[src/rtl/pipeline_sink_fifo.sv]
// rtl/pipeline_sink_fifo.sv - show-ahead circular FIFO turning a free-running word stream into valid/ready
// Optional drop accounting (overflow, drop_cnt) enabled by PIPELINE_SINK_FIFO_OVF_EN.
module pipeline_sink_fifo #(
  parameter int WIDTH = 16,
  parameter int DEPTH = 4
) (
  input  logic                     clk,
  input  logic                     rst,
  input  logic                     in_valid,
  input  logic [WIDTH-1:0]         in_data,
  output logic                     in_ready,
  output logic                     out_valid,
  output logic [WIDTH-1:0]         out_data,
  input  logic                     out_ready,
  output logic [$clog2(DEPTH):0]   count,
  output logic                     overflow,
  output logic [7:0]               drop_cnt
);
  localparam int AW = $clog2(DEPTH);
  localparam logic [AW:0] FULL_CNT = (AW+1)'(DEPTH);

  logic [WIDTH-1:0] mem [DEPTH];
  logic [AW-1:0]    wr_ptr;
  logic [AW-1:0]    rd_ptr;
  logic [AW:0]      cnt_q;
  logic             is_full;
  logic             pop;
  logic             push;

  assign is_full   = (cnt_q == FULL_CNT);
  assign out_valid = (cnt_q != '0);
  assign in_ready  = !is_full;
  assign pop       = out_valid && out_ready;
  // A full FIFO still accepts a word when the head is leaving on the same edge.
  assign push      = in_valid && (!is_full || pop);
  assign out_data  = mem[rd_ptr];
  assign count     = cnt_q;

  always_ff @(posedge clk or posedge rst) begin
    if (rst) begin
      for (int i = 0; i < DEPTH; i++) mem[i] <= '0;
    end else if (push) begin
      mem[wr_ptr] <= in_data;
    end
  end

  always_ff @(posedge clk or posedge rst) begin
    if (rst) begin
      wr_ptr <= '0;
      rd_ptr <= '0;
      cnt_q  <= '0;
    end else begin
      if (push) wr_ptr <= wr_ptr + 1'b1;
      if (pop)  rd_ptr <= rd_ptr + 1'b1;
      if (push && !pop)      cnt_q <= cnt_q + 1'b1;
      else if (pop && !push) cnt_q <= cnt_q - 1'b1;
    end
  end

`ifdef PIPELINE_SINK_FIFO_OVF_EN
  logic       drop;
  logic       ovf_q;
  logic [7:0] drop_q;

  assign drop = in_valid && !push;

  always_ff @(posedge clk or posedge rst) begin
    if (rst) begin
      ovf_q  <= 1'b0;
      drop_q <= 8'd0;
    end else if (drop) begin
      ovf_q <= 1'b1;
      if (drop_q != 8'hFF) drop_q <= drop_q + 8'd1;
    end
  end

  assign overflow = ovf_q;
  assign drop_cnt = drop_q;
`else
  assign overflow = 1'b0;
  assign drop_cnt = 8'd0;
`endif

endmodule

[config.mk]
export PLATFORM = sky130hd
export DESIGN_NAME = pipeline_sink_fifo
export DESIGN_NICKNAME = d
export VERILOG_FILES = /design/src/rtl/pipeline_sink_fifo.sv
export SDC_FILE = /design/constraint.sdc
export NUM_CORES = 1
export LEC_CHECK = 0
export BUFFER_PORTS_ARGS = -buffer_cell sky130_fd_sc_hd__clkbuf_2
export CELL_PAD_IN_SITES_DETAIL_PLACEMENT = 1
export CELL_PAD_IN_SITES_GLOBAL_PLACEMENT = 2
export CORE_UTILIZATION = 30
export CTS_BUF_LIST = sky130_fd_sc_hd__clkbuf_4
export CTS_CLUSTER_SIZE = 14
export DETAILED_ROUTE_END_ITERATION = 16
export PLACE_DENSITY = 0.59
export SLEW_MARGIN = 20
export SYNTH_ARGS = -nofsm -noshare
export SYNTH_HDL_FRONTEND = slang
export SYNTH_SLANG_ARGS = --single-unit
[constraint.sdc]
create_clock -name clk -period 6.23 [get_ports clk]
set_clock_uncertainty 0.15 [all_clocks]
set_input_delay 0.9345 -clock clk [delete_from_list [all_inputs] [get_ports clk]]
set_output_delay 0.9345 -clock clk [all_outputs]
set_load 0.05 [all_outputs]
==> impl_table.tex <==
\begin{tabular}{lr}
\hline
Metric & Value \\
\hline
\multicolumn{2}{l}{\textbf{Routing}} \\
Post-DRT Antenna Nets & 0 \\
Routed via count & 1,783 \\
Via/cell ratio & 4.60 \\
TritonRoute pass-1 iters & 6 \\
DR DRC count & 0 \\
Violation count after the first detailed-routing iteration & 56 \\
Final routed wirelength across all metal layers & 6390 µm \\
Wire length per cell & 16.5 µm \\
\multicolumn{2}{l}{\textbf{Worst setup path}} \\
Worst-path cell with the longest stage delay & dfrtp\_1 \\
Number of buffer and inverter stages on the critical path & 1 \\
Cell family contributing the most delay on the critical path & flip-flops \\
Peak fanout along the critical path & 17 \\
Critical path startpoint & rd\_ptr[1] \\
Worst EP required & 5.15 ns \\
Critical-path cell list & mux4\_2, clkbuf\_2 \\
Launch instance of the worst register-to-register path & count[0] \\
Worst stage delay on the critical path & 0.97 ns \\
Kind of end point of the critical path & output pin \\
Instance count on the critical path & 2 \\
CP Data Arrival Time & 2.21 ns \\
Class of the most critical setup path & register to output pin \\
Number of cell instances on the worst register-to-register path & 6 \\
Crit path launch type & register \\
\multicolumn{2}{l}{\textbf{Timing}} \\
Worst slew slack as a fraction of its limit & 27.0\% \\
Final-layout setup total negative slack & 0 ns \\
Number of hold-slack violations in the final timing report & 0 \\
RSZ-0062 raised after global routing & false \\
Final critical-path required period & 3.30 ns \\
Pins over their slew limit & 0 \\
Max Clock Freq & 0.303 GHz \\
Pin slew with the least headroom to its limit & 1.09 ns \\
Final setup violation count & 0 \\
Share of the clock period used by the worst path & 52.9\% \\
\multicolumn{2}{l}{\textbf{Die}} \\
Area of the placeable core & 10,500 µm² \\
Die height & 106 µm \\
Number of placement rows & 37 \\
I/O pin count & 50 \\
Die extent in x & 106 µm \\
Die area & 11,300 µm² \\
Initial core utilization & 31.2\% \\
\multicolumn{2}{l}{\textbf{Clocking}} \\
CTS sink cnt & 71 \\
Number of levels the H-tree was split into & 3 \\
Buffers inserted during post-CTS setup optimization & 0 \\
Clock Tree Buf Depth & 2 \\
Quantity of gates resized following cts & 0 \\
Hold buffers post-CTS & 0 \\
TritonCTS clock tree & done \\
Clock latency reported for the late side of the worst-skew pair & 0.40 ns \\
Number of clock buffers inserted by TritonCTS & 9 \\
CTS root buf & clkbuf\_4 \\
Clock-pin slew on the worst setup and hold paths & 0.12 ns \\
\multicolumn{2}{l}{\textbf{Run}} \\
Total of max-cap violations & 0 \\
\multicolumn{2}{l}{\textbf{Global routing}} \\
Number of global-route vias before repair & 1,990 \\
Number of antenna violations at the first check in global routing & 0 \\
Sum of overflow across all layers after global routing & 0 \\
Maximum number of pins on one net before global-route repair & 72 \\
First-pass GRT wire length & 10,800 µm \\
Total global routing track utilization & 12.9\% \\
\multicolumn{2}{l}{\textbf{Logic synthesis}} \\
Simple-gate area share of the yosys netlist & 3.06\% \\
Register area share after synthesis & 54.4\% \\
Combinational family with the most area after synthesis & multiplexers \\
Flip-flop and latch count after synthesis & 71 \\
Post-Synth XOR/XNOR Area & 1.61\% \\
Gate count after technology mapping & 203 \\
Fraction of the mapped netlist area in compound gates & 0\% \\
Cell type with the highest aggregate area in the netlist & dfrtp\_1 \\
Multiplexer area fraction after synthesis & 33.8\% \\
Top area cells in the synthesized netlist & dfrtp\_1 (54\%), mux2\_2 (23\%), mux4\_2 (11\%) \\
Fraction of post-synthesis cell area in the top cell type by area & 54.4\% \\
Share of synthesized cell area in full adder, half adder and majority cells & 2.53\% \\
Post-synth design cell area & 3270 µm² \\
Mean post-synth cell area & 16.1 µm² \\
Number of distinct library cells after synthesis & 21 \\
Count of synthesis-stage warnings from yosys & 0 \\
\multicolumn{2}{l}{\textbf{Placement}} \\
GPL Wtd Cong & 0.655 \\
Placed instance count & 372 \\
Placed instance area & 3550 µm² \\
Post-detailed-placement half-perimeter wirelength & 4000 µm \\
Count of input and output buffers & 40 \\
\multicolumn{2}{l}{\textbf{Final layout}} \\
N\_diodes & 0 \\
Fraction of final layout cells sized beyond drive strength 1 & 58.3\% \\
Number of standard cells in the layout, taps in and fillers out & 388 \\
Layout filler cell count & 1,119 \\
Area taken by flip-flops and latches & 1780 µm² \\
Post-layout utilization of the core & 35.7\% \\
Final-stage net count & 273 \\
Area overhead of the layout relative to synthesis & 14.2\% \\
Multi-input logic area & 1380 µm² \\
Final standard cell area without fillers & 3730 µm² \\
\multicolumn{2}{l}{\textbf{Min path}} \\
Worst hold path type & register to register \\
Cell depth of the worst min-delay path & 1 \\
Hold path start & rd\_ptr[0] \\
\multicolumn{2}{l}{\textbf{Outcome}} \\
Status & complete, no violations \\
\hline
\end{tabular}
## through the flow
stage          hold WS (ns)  setup slack [ns]
2_1_floorplan         0.325              3.35
3_3_place_gp          0.335              3.30
3_5_place_dp          0.342              3.26
4_1_cts               0.367              2.85
5_1_grt               0.380              2.77
6_report              0.361              2.93
## Yosys cell counts, drive strengths merged
| cell type | n |
|---|---|
| dfrtp | 71 |
| nand2 | 6 |
| buf | 15 |
| clkbuf | 2 |
| xnor2 | 4 |
| mux2 | 66 |
| nor2 | 6 |
| nor4b | 1 |
| conb | 1 |
| and2b | 1 |
| nand3 | 1 |
| fa | 1 |
| ha | 5 |
| inv | 4 |
| or3 | 1 |
| xor2 | 2 |
| mux4 | 16 |
## placed cells by master, fill, tap and decap left out, drive strengths merged
cell,instances
and2b,1
clkinv,3
fa,1
clkbuf,49
ha,5
bufinv,3
dfrtp,71
conb,9
xor2,2
mux4,16
buf,2
nand2,6
clkinvlp,1
xnor2,4
nor4b,1
inv,4
mux2,66
nor2,6
or3,1
nand3,1
## cells by family after synthesis
logic type                 Yosys count
muxes                               82
buffers and inverters               21
DFF                                 71
xor gates and xnor gates             6
and+or+nand+nor                     16
adders and majority gates            6
other                                1
## final timing paths
check	slack, ns	end
setup / recovery	2.93	out_data[4]
max in group asynchronous	4.70	wr_ptr[1]
min in group asynchronous	0.60	mem[18]
setup reg to reg	3.72	count[1]
hold reg to reg	0.36	rd_ptr[0]
hold / removal	0.36	rd_ptr[0]
## flip-flops by register name, summed over array words and instances (netlist names)
name / cells
mem: 64
count: 3
rd_ptr: 2
wr_ptr: 2
## routing by layer
layer	share of wire [%]	track usage (%)	vias up	wire, µm
met5	0	0	-	0
met4	0.99	3.57	0	63
met3	4.6	4.11	6	295
met2	48	20.0	39	3050
met1	47	17.2	937	2980
li1	-	-	801	-
## cell type report
class                      count  share of cell area (%)
sequential                    71                    47.6
multi-input combinational    119                    36.9
timing repair buffer          42                    5.76
tap                          136                    4.56
clock inverter                 7                    2.98
clock buffer                   9                    1.81
inverter                       4                   0.402
Power is not shown: default switching activity piles up to over one toggle a cycle in this logic, so the estimate is an artifact.
